--- src/rtl/uart_bps_if.sv ---
// Control/status bundle between a UART datapath and its baud-rate tick generator.
interface uart_bps_if #(
  parameter int CNT_W = 16,
  parameter int IDX_W = 4
);
  logic             start;
  logic             abort;
  logic             cont;
  logic             div_wr;
  logic [CNT_W-1:0] div_in;
  logic             busy;
  logic             bit_tick;
  logic             mid_tick;
  logic [IDX_W-1:0] bit_idx;
  logic             frame_done;
  logic [CNT_W-1:0] div_cur;

  // Datapath side: requests frames and programs the divisor.
  modport master (
    output start, abort, cont, div_wr, div_in,
    input  busy, bit_tick, mid_tick, bit_idx, frame_done, div_cur
  );

  // Generator side.
  modport slave (
    input  start, abort, cont, div_wr, div_in,
    output busy, bit_tick, mid_tick, bit_idx, frame_done, div_cur
  );
endinterface

--- src/rtl/uart_bps_gen.sv ---
// Baud-rate tick generator: mid-bit and end-of-bit ticks, frame bit index,
// frame-done pulse, back-to-back frames and a shadowed runtime divisor.
module uart_bps_gen #(
  parameter int CNT_W       = 16,
  parameter int DIV_DEFAULT = 2604,
  parameter int FRAME_BITS  = 10,
  parameter int IDX_W       = 4
) (
  input logic     clk,
  input logic     rst,
  uart_bps_if.slave bus
);

  typedef enum logic {IDLE = 1'b0, RUN = 1'b1} state_t;

  localparam logic [CNT_W-1:0] CNT_ONE  = CNT_W'(1);
  localparam logic [CNT_W-1:0] DIV_MIN  = CNT_W'(2);
  localparam logic [CNT_W-1:0] DIV_RST  = CNT_W'(DIV_DEFAULT);
  localparam logic [IDX_W-1:0] IDX_ONE  = IDX_W'(1);
  localparam logic [IDX_W-1:0] IDX_LAST = IDX_W'(FRAME_BITS - 1);

  state_t           state_reg, state_next;
  logic [CNT_W-1:0] cnt_reg, cnt_next;
  logic [IDX_W-1:0] idx_reg, idx_next;
  logic             bit_tick_reg, bit_tick_next;
  logic             mid_tick_reg, mid_tick_next;
  logic             frame_done_reg, frame_done_next;
  logic [CNT_W-1:0] div_cur_reg, div_cur_next;
  logic [CNT_W-1:0] shadow_reg, shadow_next;
  logic             pending_reg, pending_next;

  logic [CNT_W-1:0] div_clamped;
  logic [CNT_W-1:0] half_div;
  logic             div_apply;

  // A divisor below 2 would leave no room for a distinct mid-bit point.
  assign div_clamped = (bus.div_in < DIV_MIN) ? DIV_MIN : bus.div_in;
  assign half_div    = div_cur_reg >> 1;

  // State register and all registered outputs; rst wins over everything.
  always_ff @(posedge clk) begin
    if (rst) begin
      state_reg      <= IDLE;
      cnt_reg        <= '0;
      idx_reg        <= '0;
      bit_tick_reg   <= 1'b0;
      mid_tick_reg   <= 1'b0;
      frame_done_reg <= 1'b0;
      div_cur_reg    <= DIV_RST;
      shadow_reg     <= '0;
      pending_reg    <= 1'b0;
    end else begin
      state_reg      <= state_next;
      cnt_reg        <= cnt_next;
      idx_reg        <= idx_next;
      bit_tick_reg   <= bit_tick_next;
      mid_tick_reg   <= mid_tick_next;
      frame_done_reg <= frame_done_next;
      div_cur_reg    <= div_cur_next;
      shadow_reg     <= shadow_next;
      pending_reg    <= pending_next;
    end
  end

  // Next-state, bit counting, tick generation and divisor shadow handling.
  always_comb begin
    state_next      = state_reg;
    cnt_next        = cnt_reg;
    idx_next        = idx_reg;
    bit_tick_next   = 1'b0;
    mid_tick_next   = 1'b0;
    frame_done_next = 1'b0;
    div_cur_next    = div_cur_reg;
    shadow_next     = shadow_reg;
    pending_next    = pending_reg;
    div_apply       = 1'b0;

    case (state_reg)
      IDLE: begin
        if (bus.start && !bus.abort) begin
          state_next = RUN;
          cnt_next   = '0;
          idx_next   = '0;
        end
      end
      RUN: begin
        if (bus.abort) begin
          // Abort suppresses any tick that would have landed on this edge.
          state_next = IDLE;
          cnt_next   = '0;
          idx_next   = '0;
          div_apply  = 1'b1;
        end else begin
          if (cnt_reg == half_div - CNT_ONE) begin
            mid_tick_next = 1'b1;
          end
          if (cnt_reg == div_cur_reg - CNT_ONE) begin
            cnt_next      = '0;
            bit_tick_next = 1'b1;
            if (idx_reg == IDX_LAST) begin
              idx_next        = '0;
              frame_done_next = 1'b1;
              div_apply       = 1'b1;
              if (!bus.cont) begin
                state_next = IDLE;
              end
            end else begin
              idx_next = idx_reg + IDX_ONE;
            end
          end else begin
            cnt_next = cnt_reg + CNT_ONE;
          end
        end
      end
      default: begin
        state_next = IDLE;
      end
    endcase

    // Divisor only changes between frames so a running frame keeps its period.
    if (div_apply && pending_reg) begin
      div_cur_next = shadow_reg;
      pending_next = 1'b0;
    end
    if (bus.div_wr) begin
      if (state_reg == IDLE || div_apply) begin
        div_cur_next = div_clamped;
      end else begin
        shadow_next  = div_clamped;
        pending_next = 1'b1;
      end
    end
  end

  assign bus.busy       = (state_reg == RUN);
  assign bus.bit_tick   = bit_tick_reg;
  assign bus.mid_tick   = mid_tick_reg;
  assign bus.bit_idx    = idx_reg;
  assign bus.frame_done = frame_done_reg;
  assign bus.div_cur    = div_cur_reg;

endmodule

--- src/flat_wrapper.sv ---
// flat-port wrapper written by rule: the top's interface ports become plain ports
module uart_bps_gen_flat 
#(
  parameter int CNT_W       = 16,
  parameter int DIV_DEFAULT = 2604,
  parameter int FRAME_BITS  = 10,
  parameter int IDX_W       = 4
)
  (clk, rst, bus_start, bus_abort, bus_cont, bus_div_wr, bus_div_in, bus_busy, bus_bit_tick, bus_mid_tick, bus_bit_idx, bus_frame_done, bus_div_cur);
  uart_bps_if #(.CNT_W(CNT_W), .IDX_W(IDX_W)) bus_i ();
  input logic clk;
  input logic rst;
  input wire logic [$bits(bus_i.start)-1:0] bus_start;
  input wire logic [$bits(bus_i.abort)-1:0] bus_abort;
  input wire logic [$bits(bus_i.cont)-1:0] bus_cont;
  input wire logic [$bits(bus_i.div_wr)-1:0] bus_div_wr;
  input wire logic [$bits(bus_i.div_in)-1:0] bus_div_in;
  output wire logic [$bits(bus_i.busy)-1:0] bus_busy;
  output wire logic [$bits(bus_i.bit_tick)-1:0] bus_bit_tick;
  output wire logic [$bits(bus_i.mid_tick)-1:0] bus_mid_tick;
  output wire logic [$bits(bus_i.bit_idx)-1:0] bus_bit_idx;
  output wire logic [$bits(bus_i.frame_done)-1:0] bus_frame_done;
  output wire logic [$bits(bus_i.div_cur)-1:0] bus_div_cur;
  assign bus_i.start = bus_start;
  assign bus_i.abort = bus_abort;
  assign bus_i.cont = bus_cont;
  assign bus_i.div_wr = bus_div_wr;
  assign bus_i.div_in = bus_div_in;
  assign bus_busy = bus_i.busy;
  assign bus_bit_tick = bus_i.bit_tick;
  assign bus_mid_tick = bus_i.mid_tick;
  assign bus_bit_idx = bus_i.bit_idx;
  assign bus_frame_done = bus_i.frame_done;
  assign bus_div_cur = bus_i.div_cur;
  uart_bps_gen #(.CNT_W(CNT_W), .DIV_DEFAULT(DIV_DEFAULT), .FRAME_BITS(FRAME_BITS), .IDX_W(IDX_W)) u_core (.clk(clk), .rst(rst), .bus(bus_i));
endmodule
--- config.mk ---
export PLATFORM = sky130hd
export DESIGN_NAME = uart_bps_gen_flat
export DESIGN_NICKNAME = d
export VERILOG_FILES = /design/src/rtl/uart_bps_if.sv /design/src/rtl/uart_bps_gen.sv /design/src/flat_wrapper.sv
export SDC_FILE = /design/constraint.sdc
export NUM_CORES = 1
export LEC_CHECK = 0
export CAP_MARGIN = 20
export CORE_MARGIN = 5
export CORE_UTILIZATION = 55
export CTS_BUF_LIST = sky130_fd_sc_hd__clkbuf_16
export CTS_CLUSTER_DIAMETER = 120
export DETAILED_ROUTE_END_ITERATION = 6
export PLACE_DENSITY = 0.78
export SLEW_MARGIN = 20
export SYNTH_ARGS = -nofsm -noshare
export SYNTH_HDL_FRONTEND = slang
export SYNTH_SLANG_ARGS = --single-unit
--- constraint.sdc ---
create_clock -name clk -period 3.6 [get_ports clk]
set_input_delay 0.72 -clock clk [delete_from_list [all_inputs] [get_ports clk]]
set_output_delay 0.72 -clock clk [all_outputs]
set_load 0.1 [all_outputs]
# After elaboration in Yosys (flattened, before gate mapping)
# Index checks and enable logic that the tools add are counted.
# classes
bitwise_logic	2
addsub	4
reduce_logical	7
mux	28
order_cmp	1
eq_ne	5
# op_table
op	n
two-way mux 16 bit	7
equality test 16 bit	2
one-hot mux 16 bit (2 select lines)	1
adder 16 x 1 -> 16 bit (second input constant)	1
< comparator 16 x 2 -> 1 bit (second input constant)	1
two-way mux 4 bit	4
subtractor 15 x 1 -> 16 bit (second input constant)	1
subtractor 16 x 1 -> 16 bit (second input constant)	1
two-way mux 1 bit	14
one-hot mux 4 bit (2 select lines)	1
adder 4 x 1 -> 4 bit (second input constant)	1
equality test 4 bit (second input constant)	1
AND reduction 2 bit	2
!= test 3 bit (second input constant)	1
OR reduction 3 bit	1
logical AND 1 bit	2
!= test 2 x 1 -> 1 bit (second input constant)	1
NOT 1 bit	2
one-hot mux 1 bit (2 select lines)	1
logical NOT 1 bit	1
logical OR 1 bit	1
# word_totals
input_bits	22
output_inout_bits	24
word_cells	56
regBits	57

# Longest topological paths before layout
# Gate-level depths: netlist (run 1).
# depth
word_depth	9
depth_mapped	11
ltp_nobuf	9

# Worst setup path before layout (run 1)
# No wires, ideal clock.
# synth_path
path_type	register -> register
start	register u_core.div_cur_reg[0] (netlist: u_core.bus.div_cur[0])
end	register u_core.div_cur_reg[11] (netlist: u_core.bus.div_cur[11])
arrival_ns	3.550
path_stages_with_launch	11
period_less_slack_ns	3.699
path_buffers	1
path_slack_ns	-0.099
cell_sequence	dfxtp_1 inv_1 ha_1 nor3b_2 a32o_1 or3_1 nor4_4 nand4_1 buf_2 a2111oi_2 a41oi_1
# synth_via
elab_chain_len	9
word_cells_on_any_way	10
classes_between	add/sub: 1; eq/ne: 1; mux: 6; reduce/logical: 2
# synth_rtl
item	line_no	source
start: declaration	uart_bps_gen.sv:28	logic [CNT_W-1:0] div_cur_reg, div_cur_next;
start signal: assignment	uart_bps_gen.sv:59	div_cur_reg <= div_cur_next;
subtractor 16 x 1 -> 16 bit *	uart_bps_gen.sv:97	if (cnt_reg == div_cur_reg - CNT_ONE) begin
equality test 16 bit *	uart_bps_gen.sv:97	
two-way mux 1 bit *	uart_bps_gen.sv:97	
two-way mux 1 bit *	uart_bps_gen.sv:87	if (bus.abort) begin
two-way mux 1 bit *	uart_bps_gen.sv:78	case (state_reg)
logical AND 1 bit	uart_bps_gen.sv:121	if (div_apply && pending_reg) begin
two-way mux 16 bit	uart_bps_gen.sv:121	
two-way mux 16 bit	uart_bps_gen.sv:126	if (state_reg == IDLE || div_apply) begin
two-way mux 16 bit *	uart_bps_gen.sv:125	if (bus.div_wr) begin
# Mark *: on every way between the ends. The rest lies on a longest branch, timed or not.
# A chain may end at the register's enable or synchronous reset.

# Worst setup path in the final report (run 1)
# layout_path
start	register u_core.div_cur_reg[1] (netlist: u_core.bus.div_cur[1])
end	register u_core.div_cur_reg[5] (netlist: u_core.bus.div_cur[5])
# The elaborated chain is that of the path after synthesis.

==> impl_metrics.json, run 1 <==
{
  "post_cts_resized": 0,
  "drv_cap": 0,
  "dp_hpwl_um": 8294,
  "syn_nets": 546,
  "grt_pass1_wl_um": 20090,
  "overflow": 0,
  "synth_area_leaders": "dfxtp_1 (27%), xnor2_1 (5.9%), xor2_1 (5.3%)",
  "synth_cell_types": 58,
  "insertion_delay_ns": 0.33,
  "worst_pin_slew_ns": 1.099,
  "rsz0062_at_grt": "no",
  "critical_path.endpoint_type": "register",
  "startpoint_type": "register",
  "grt.busiest_layer": "met2",
  "ioPinCount": 46,
  "drt_iter0_drc": 339,
  "diodes": 0,
  "rows": 31,
  "routed_wl_um": 11990,
  "dpl_worst_slack_ns": 0.2274,
  "synth-edff-count": 0,
  "synth_area_um2": 4166,
  "tritoncts": "done",
  "clock_path_buffers": 2,
  "grt_max_degree": 40,
  "use_met2_pct": 40.55,
  "yosysMostFrequentCell": "dfxtp_1",
  "async_reset_ff_share_pct": 0,
  "synth_cells": 519,
  "whs_path_depth": 2,
  "io_buffers": 45,
  "final.setup_skew_ns": 0.009076,
  "nFillCells": 614,
  "crit_required_ns": 3.85,
  "met1_usage_pct": 33.96,
  "p_total_w": 0.001948,
  "synth.avg_cell_area_um2": 8.028,
  "wl_per_cell_um": 18.59,
  "cp.arrival_ns": 3.59,
  "first_pass_iters": 5,
  "cts_root_buffer": "clkbuf_16",
  "via_per_inst": 6.513,
  "cts_made_buffers": 9,
  "final.setup.tns_ns": 0,
  "setup_slack_ns": 0.2655,
  "p_leak_nw": 1.694,
  "cts_hold_buf": 0,
  "vias": 4201,
  "grt_pass1_vias": 3915,
  "drive_above_1_share_pct": 14.10,
  "post_cts_buffers": 0,
  "path_class": "register to register",
  "ys_seq_area_share_pct": 27.39,
  "start_util_pct": 56.84,
  "min_period_ns": 3.334,
  "drtAntennaViolNets": 0,
  "ys_warn_count": 0,
  "cts_sinks": 57,
  "max_freq_mhz": 299.9,
  "ir_drop_v": 0.0002900,
  "synth.top_cell.area_share_pct": 27.39,
  "die_x_um": 97.04,
  "h-tree-depth": 3,
  "grt_usage_pct": 25.47,
  "clk_pin_slew_ns": 0.06,
  "finalCritPeriodShare_pct": 92.62,
  "drcViolationCount": 0,
  "synth_ff_type": "dfxtp_1",
  "use_met3_pct": 6.475,
  "status": "finished clean",
  "ff2ff_path_depth": 11,
  "antenna_found_initial": 0,
  "synth_top_area_cell": "dfxtp_1",
  "fin_nets": 568,
  "powerDensity_nw_per_um2": 396.3,
  "coreArea_um2": 7331,
  "fp.dieH_um": 97.04,
  "synth_commonest_cells": "dfxtp_1 (57), nor2_1 (36), a21oi_1 (35), clkbuf_1 (32), o31ai_1 (29)",
  "max_slew_margin_pct": 26.72,
  "hold_viol": 0,
  "maxSlewViolCount": 0,
  "setup_viol_count_final": 0,
  "die-area_um2": 9416,
  "whs_ns": 0.4771,
  "synthToLayoutAreaGrowth_pct": 17.99,
  "crit_fanout": 39,
  "hold_path.class": "register to register",
  "ys_ff_latch": 57,
  "gp_congestion": 0.9480
}
## report_power, final
group / internal [W] / switching (W)
registers: 0.000651 / 0.0000402
logic: 0.000136 / 0.000272
clock network: 0.000534 / 0.000315
## final cells by class
cell class | count | area (µm²) | area share (%)
Inverter | 16 | 60.06 | 1.222
Clock buffer | 9 | 225.2 | 4.581
Multi-Input combinational cell | 394 | 2731 | 55.56
Tap cell | 99 | 123.9 | 2.520
Timing Repair Buffer | 63 | 560.5 | 11.40
Clock inverter | 7 | 71.32 | 1.451
Sequential cell | 57 | 1144 | 23.26
## cells by family after synthesis
logic type | after synthesis | share of synthesized area [%]
AND/OR/NAND/NOR | 171 | 23.18
AO/OA/AOI/OAI | 163 | 28.80
buffers and inverters | 68 | 7.177
flip-flops | 57 | 27.39
XOR/XNOR | 54 | 11.68
adder cells (fa/ha/maj) | 5 | 1.502
multiplexers | 1 | 0.2703
## critical path, stage by stage (launching register included)
cell and delay (ns):
dfxtp_2 0.34, inv_1 0.11, ha_1 0.29, nor3b_2 0.31
a31oi_1 0.15, or4_1 0.59, a31oi_1 0.24, buf_4 0.23
and4_1 0.26, buf_12 0.21, o21ai_0 0.23, a41oi_1 0.26
## stage by stage
stage / cells / area (µm²) / util, %
global route: 645 / 4916 / 67.06
detailed placement: 629 / 4614 / 62.95
global placement: 629 / 4614 / 62.95
floorplan: 519 / 4169 / -
finish: 645 / 4916 / 67.06
CTS: 645 / 4911 / 66.99
## worst paths after layout
| path | startpoint | to | slack [ns] |
|---|---|---|---|
| worst min-delay path | u_core.shadow_reg[9] | u_core.shadow_reg[9] | 0.48 |
| worst min register to register | u_core.shadow_reg[9] | u_core.shadow_reg[9] | 0.48 |
| worst max-delay path | u_core.bus.div_cur[1] | u_core.bus.div_cur[5] | 0.27 |
| worst max register to register | u_core.bus.div_cur[1] | u_core.bus.div_cur[5] | 0.27 |
## layer usage
| metal | wire (µm) | part of all wire, % |
|---|---|---|
| met5 | 0 | 0 |
| met4 | 135 | 1.1 |
| met3 | 903 | 7.5 |
| met2 | 5690 | 47 |
| met1 | 5259 | 44 |
## cell usage in the layout, fill, tap and decap left out, drive strengths merged, types with 11 or more instances in the layout
master          n
nand4          22
buf            33
o21ai          15
inv            17
nor4           11
xor2           25
a41oi          16
nand3          13
xnor2          28
clkdlybuf4s50  30
a31o           12
and3           12
nor3           14
o31ai          29
nand2          26
o2111ai        12
a211oi         14
dfxtp          57
nor2           36
a21oi          35
No activity file was read; power rests on OpenSTA's default activity.
==> inputs of run 2 (changes only) <==
--- a/config.mk
+++ b/config.mk
@@ -7,11 +7,10 @@
 export LEC_CHECK = 0
 export CAP_MARGIN = 20
 export CORE_MARGIN = 5
-export CORE_UTILIZATION = 55
+export CORE_UTILIZATION = 40
 export CTS_BUF_LIST = sky130_fd_sc_hd__clkbuf_16
 export CTS_CLUSTER_DIAMETER = 120
 export DETAILED_ROUTE_END_ITERATION = 6
-export PLACE_DENSITY = 0.78
 export SLEW_MARGIN = 20
 export SYNTH_ARGS = -nofsm -noshare
 export SYNTH_HDL_FRONTEND = slang
==> impl_metrics.json, run 2 (synthesis results as in run 1) <==
{
  "status": "finished clean",
  "postLayoutCellArea_um2": 5070,
  "diodes": 0,
  "die_x_um": 112.1,
  "grt_pass1_vias": 4099,
  "place_area_um2": 4723,
  "via_per_inst": 5.950,
  "gp_congestion": 0.8271,
  "final.setup_skew_ns": 0.008305,
  "fp.dieH_um": 112.1,
  "cts_sinks": 57,
  "p_total_w": 0.002032,
  "layout_commonest_cell": "dfxtp_1",
  "met1_usage_pct": 26.96,
  "crit_buf_inv": 1,
  "min_period_ns": 3.280,
  "start_util_pct": 40.72,
  "hold_viol": 0,
  "powerDensity_nw_per_um2": 400.8,
  "cts_root_buffer": "clkbuf_16",
  "grt_usage_pct": 20.50,
  "crit_fanout": 11,
  "cp.arrival_ns": 3.54,
  "coreArea_um2": 10230,
  "fin_nets": 581,
  "first_pass_iters": 5,
  "whs_path_depth": 2,
  "final_cell_mix": "dfxtp_1 (55), buf_4 (46), nor2_1 (36), a21oi_1 (35), clkdlybuf4s50_1 (30)",
  "dp_hpwl_um": 9282,
  "tritoncts": "done",
  "cpMostUsedCell": "a31oi_1",
  "die-area_um2": 12560,
  "synthToLayoutAreaGrowth_pct": 21.68,
  "ff2ff_path_depth": 9,
  "setup_viol_count_final": 0,
  "ir_drop_v": 0.0002587,
  "r2r_slack_ns": 0.32,
  "crit_chain": "inv_1 -> ha_1 -> nor3b_2 -> a31oi_1 -> or4_1 -> a32oi_4 -> a31oi_1 -> or3b_2 -> a41oi_1",
  "insertion_delay_ns": 0.34,
  "cts_made_buffers": 9,
  "worst_pin_slew_ns": 0.9966,
  "grt_pass1_wl_um": 21170,
  "drcViolationCount": 0,
  "max_slew_margin_pct": 33.35,
  "p_leak_nw": 1.767,
  "use_met2_pct": 33.05,
  "wl_per_cell_um": 18.28,
  "final.setup.tns_ns": 0,
  "clk_pin_slew_ns": 0.06,
  "maxSlewViolCount": 0,
  "clock_path_buffers": 2,
  "dp.cells": 676,
  "h-tree-depth": 3,
  "overflow": 0,
  "routed_wl_um": 12710,
  "hold_path.class": "register to register",
  "vias": 4135,
  "grt.busiest_layer": "met2",
  "drv_cap": 0,
  "slowest_delay_ns": 0.61,
  "max_freq_mhz": 304.9,
  "drtAntennaViolNets": 0,
  "crit_path_top_delay_cell": "or4_1",
  "hold_end": "u_core.shadow_reg[5]",
  "crit_required_ns": 3.86,
  "drt_iter0_drc": 211,
  "critical_path.endpoint_type": "register",
  "cp_top_family": "simple AND/OR/NAND/NOR gates",
  "rsz0062_at_grt": "no",
  "use_met3_pct": 4.906,
  "finalCritPeriodShare_pct": 91.12,
  "path_class": "register to register",
  "rr_endpoint": "u_core.bus.div_cur[2]",
  "rows": 37,
  "startpoint_type": "register",
  "fin_cells": 695,
  "min_from": "u_core.shadow_reg[5]",
  "drive_above_1_share_pct": 16.10,
  "ioPinCount": 46,
  "antenna_found_initial": 0,
  "grt_max_degree": 40,
  "r2r-start": "u_core.bus.div_cur[1]",
  "io_buffers": 45,
  "nFillCells": 1016
}
run 2: metal layers:
metal	vias to the layer above	wire, µm	share of wire [%]
met5	-	0	0
met4	0	290	2.3
met3	24	626	4.9
met2	114	5928	47
met1	1951	5862	46
li1	2046	-	-
run 2: worst max-delay path by stage:
| stage | startpoint | end | cells after the start |
|---|---|---|---|
| 3_3_place_gp | u_core.bus.div_cur[1] | u_core.bus.div_cur[2] | 9 |
| 6_report | u_core.bus.div_cur[1] | u_core.bus.div_cur[2] | 9 |
| 5_1_grt | u_core.bus.div_cur[1] | u_core.bus.div_cur[8] | 11 |
| 3_5_place_dp | u_core.bus.div_cur[1] | u_core.bus.div_cur[2] | 9 |
| 2_1_floorplan | u_core.bus.div_cur[2] | u_core.bus.div_cur[11] | 10 |
| 4_1_cts | u_core.bus.div_cur[1] | u_core.bus.div_cur[2] | 9 |
run 2: layout make-up:
cell class	count	area, µm²	share of cell area (%)
multi-input combinational	394	2731	53.87
clock inverter	7	93.84	1.851
sequential	57	1144	22.56
tap	136	170.2	3.356
inverter	16	60.06	1.185
timing repair buffer	76	645.6	12.73
clock buffer	9	225.2	4.442
run 2: repair_timing:
item | in CTS | in global routing
hold buffers | 0 | 0
endpoints found under the setup margin | 0 | 19
gates resized for setup | 0 | 1
setup buffers | 0 | 3
run 2: power by group:
part	switching [W]	total [W]	internal, W
Sequential	0.0000402	0.000691	0.000651
Combinational	0.000275	0.000418	0.000143
Clock	0.000318	0.000923	0.000605
run 2: worst register-to-register path: stages, from the launching register on:
cell and delay (ns):
dfxtp_2 0.34, inv_1 0.10, ha_1 0.31, nor3b_2 0.32, a31oi_1 0.16, or4_1 0.61
a32oi_4 0.27, a31oi_1 0.33, or3b_2 0.55, a41oi_1 0.21
run 2: stage by stage:
step	hold slack (ns)	setup WS (ns)	utilization (%)
after floorplan	0.4430	0.05557	-
after global placement	0.4581	0.2564	46.17
after detailed placement	0.4638	0.2229	46.17
after CTS	0.4717	0.2048	49.28
after global routing	0.5038	0.05602	49.55
final	0.4713	0.3198	49.55
==> inputs of run 3 (changes only) <==
--- a/config.mk
+++ b/config.mk
@@ -6,6 +6,7 @@
 export NUM_CORES = 1
 export LEC_CHECK = 0
 export CAP_MARGIN = 20
+export CORE_ASPECT_RATIO = 0.5
 export CORE_MARGIN = 5
 export CORE_UTILIZATION = 40
 export CTS_BUF_LIST = sky130_fd_sc_hd__clkbuf_16
==> impl_metrics.json, run 3 (synthesis results as in run 1) <==
{
  "drive_above_1_share_pct": 15.92,
  "crit_path_top_delay_cell": "or4_1",
  "post_cts_buffers": 0,
  "status": "finished clean",
  "critical_path.endpoint_type": "register",
  "die_x_um": 154.3,
  "dp_hpwl_um": 9304,
  "nFillCells": 997,
  "cpMostUsedCell": "a31oi_1",
  "p_leak_nw": 1.753,
  "hold_path.class": "register to register",
  "max_freq_mhz": 300.8,
  "fin_nets": 581,
  "multiInputGateArea_um2": 2733,
  "grt_pass1_vias": 3874,
  "h-tree-depth": 3,
  "drtAntennaViolNets": 0,
  "start_util_pct": 40.92,
  "drv_cap": 0,
  "max_slew_margin_pct": 33.36,
  "cts_root_buffer": "clkbuf_16",
  "final_core_util_pct": 49.67,
  "synthToLayoutAreaGrowth_pct": 21.38,
  "layout_commonest_cell": "dfxtp_1",
  "clk_pin_slew_ns": 0.06,
  "slowest_delay_ns": 0.62,
  "ioPinCount": 46,
  "startpoint_type": "register",
  "worst_pin_slew_ns": 0.9964,
  "grt_max_degree": 39,
  "grt_pass1_wl_um": 21140,
  "via_per_inst": 5.959,
  "cts_made_buffers": 9,
  "routed_wl_um": 12920,
  "final_cell_mix": "dfxtp_1 (55), buf_4 (45), nor2_1 (36), a21oi_1 (35), clkdlybuf4s50_1 (30)",
  "wl_per_cell_um": 18.48,
  "clock_path_buffers": 2,
  "gp_congestion": 0.8177,
  "antenna_found_initial": 0,
  "rsz0062_at_grt": "no",
  "powerDensity_nw_per_um2": 386.0,
  "hold_end": "u_core.shadow_reg[9]",
  "regArea_um2": 1144,
  "die-area_um2": 12680,
  "io_buffers": 45,
  "place_area_um2": 4763,
  "drt_iter0_drc": 397,
  "cts_sinks": 57,
  "overflow": 0,
  "ir_drop_v": 0.0002443,
  "vias": 4165,
  "first_pass_iters": 5,
  "ff2ff_path_depth": 10,
  "insertion_delay_ns": 0.33,
  "final.setup.tns_ns": 0,
  "min_period_ns": 3.324,
  "rows": 26,
  "r2r-start": "u_core.bus.div_cur[1]",
  "diodes": 0,
  "maxSlewViolCount": 0,
  "cp.arrival_ns": 3.57,
  "crit_fanout": 10,
  "rr_endpoint": "u_core.bus.div_cur[2]",
  "hold_viol": 0,
  "crit_required_ns": 3.85,
  "crit_chain": "inv_1 -> ha_1 -> nor3b_1 -> a31oi_1 -> or4_1 -> a32oi_4 -> a31oi_1 -> buf_4 -> or3b_2 -> a41oi_1",
  "postLayoutCellArea_um2": 5057,
  "drcViolationCount": 0,
  "grt_usage_pct": 20.83,
  "setup_viol_count_final": 0,
  "tritoncts": "done",
  "r2r_slack_ns": 0.28,
  "min_from": "u_core.shadow_reg[9]",
  "finalCritPeriodShare_pct": 92.34,
  "coreArea_um2": 10180,
  "path_class": "register to register",
  "whs_path_depth": 2,
  "final.setup_skew_ns": 0.01026,
  "fp.dieH_um": 82.17
}
run 3: worst max-delay path, delay by kind of cell (launching register included):
| family | cells | cell delay, ns |
|---|---|---|
| AO/OA/AOI/OAI | 4 | 0.88 |
| buffers and inverters | 2 | 0.33 |
| AND/OR/NAND/NOR | 3 | 1.51 |
| adder cells (fa/ha/maj) | 1 | 0.18 |
| flip-flops | 1 | 0.34 |
run 3: worst max path at each step:
stage,from,endpoint,slack [ns],cells past startpoint
2_1_floorplan,u_core.bus.div_cur[2],u_core.bus.div_cur[11],0.06,10
4_1_cts,u_core.bus.div_cur[1],u_core.bus.div_cur[2],0.31,10
6_report,u_core.bus.div_cur[1],u_core.bus.div_cur[2],0.28,10
3_3_place_gp,u_core.bus.div_cur[1],u_core.bus.div_cur[2],0.45,11
3_5_place_dp,u_core.bus.div_cur[1],u_core.bus.div_cur[2],0.34,11
5_1_grt,u_core.bus.div_cur[1],u_core.bus.div_cur[2],0.07,10
run 3: area by class of cell:
cell class | count | area share, %
clock buffers | 9 | 4.453
clock inverters | 7 | 1.237
inverters | 16 | 1.188
multi-input cells | 394 | 54.03
flip-flops and latches | 57 | 22.61
well taps | 140 | 3.464
repair buffers | 76 | 13.01
run 3: per-stage QoR:
step | setup WS (ns) | cells | hold slack, ns | power [W]
after global routing | 0.07447 | 699 | 0.4853 | 0.002022
after floorplan | 0.05557 | 519 | 0.4430 | 0.0009946
final | 0.2759 | 699 | 0.4746 | 0.001952
after CTS | 0.3108 | 699 | 0.4720 | 0.001956
after detailed placement | 0.3449 | 683 | 0.4643 | 0.001123
after global placement | 0.4500 | 683 | 0.4605 | 0.001123
run 3: metal layers:
layer	vias up	wire, µm	track usage, %
met4	0	128	4.141
met1	1993	6856	31.51
met2	114	5376	30.83
met5	-	0	0
met3	17	556	3.800
li1	2041	-	-
run 3: timing repair:
action                     4_1_cts  5_1_grt
gates resized for setup          0        1
setup endpoints to repair        0        1
hold endpoints to repair         0        0
hold buffers                     0        0
run 3: report_power, final:
group | switching [W] | leakage (nW) | internal, W
Clock | 0.000308 | 0.140 | 0.000527
Combinational | 0.000279 | 1.15 | 0.000146
Sequential | 0.0000406 | 0.464 | 0.000651
Total | 0.000628 | 1.75 | 0.00132
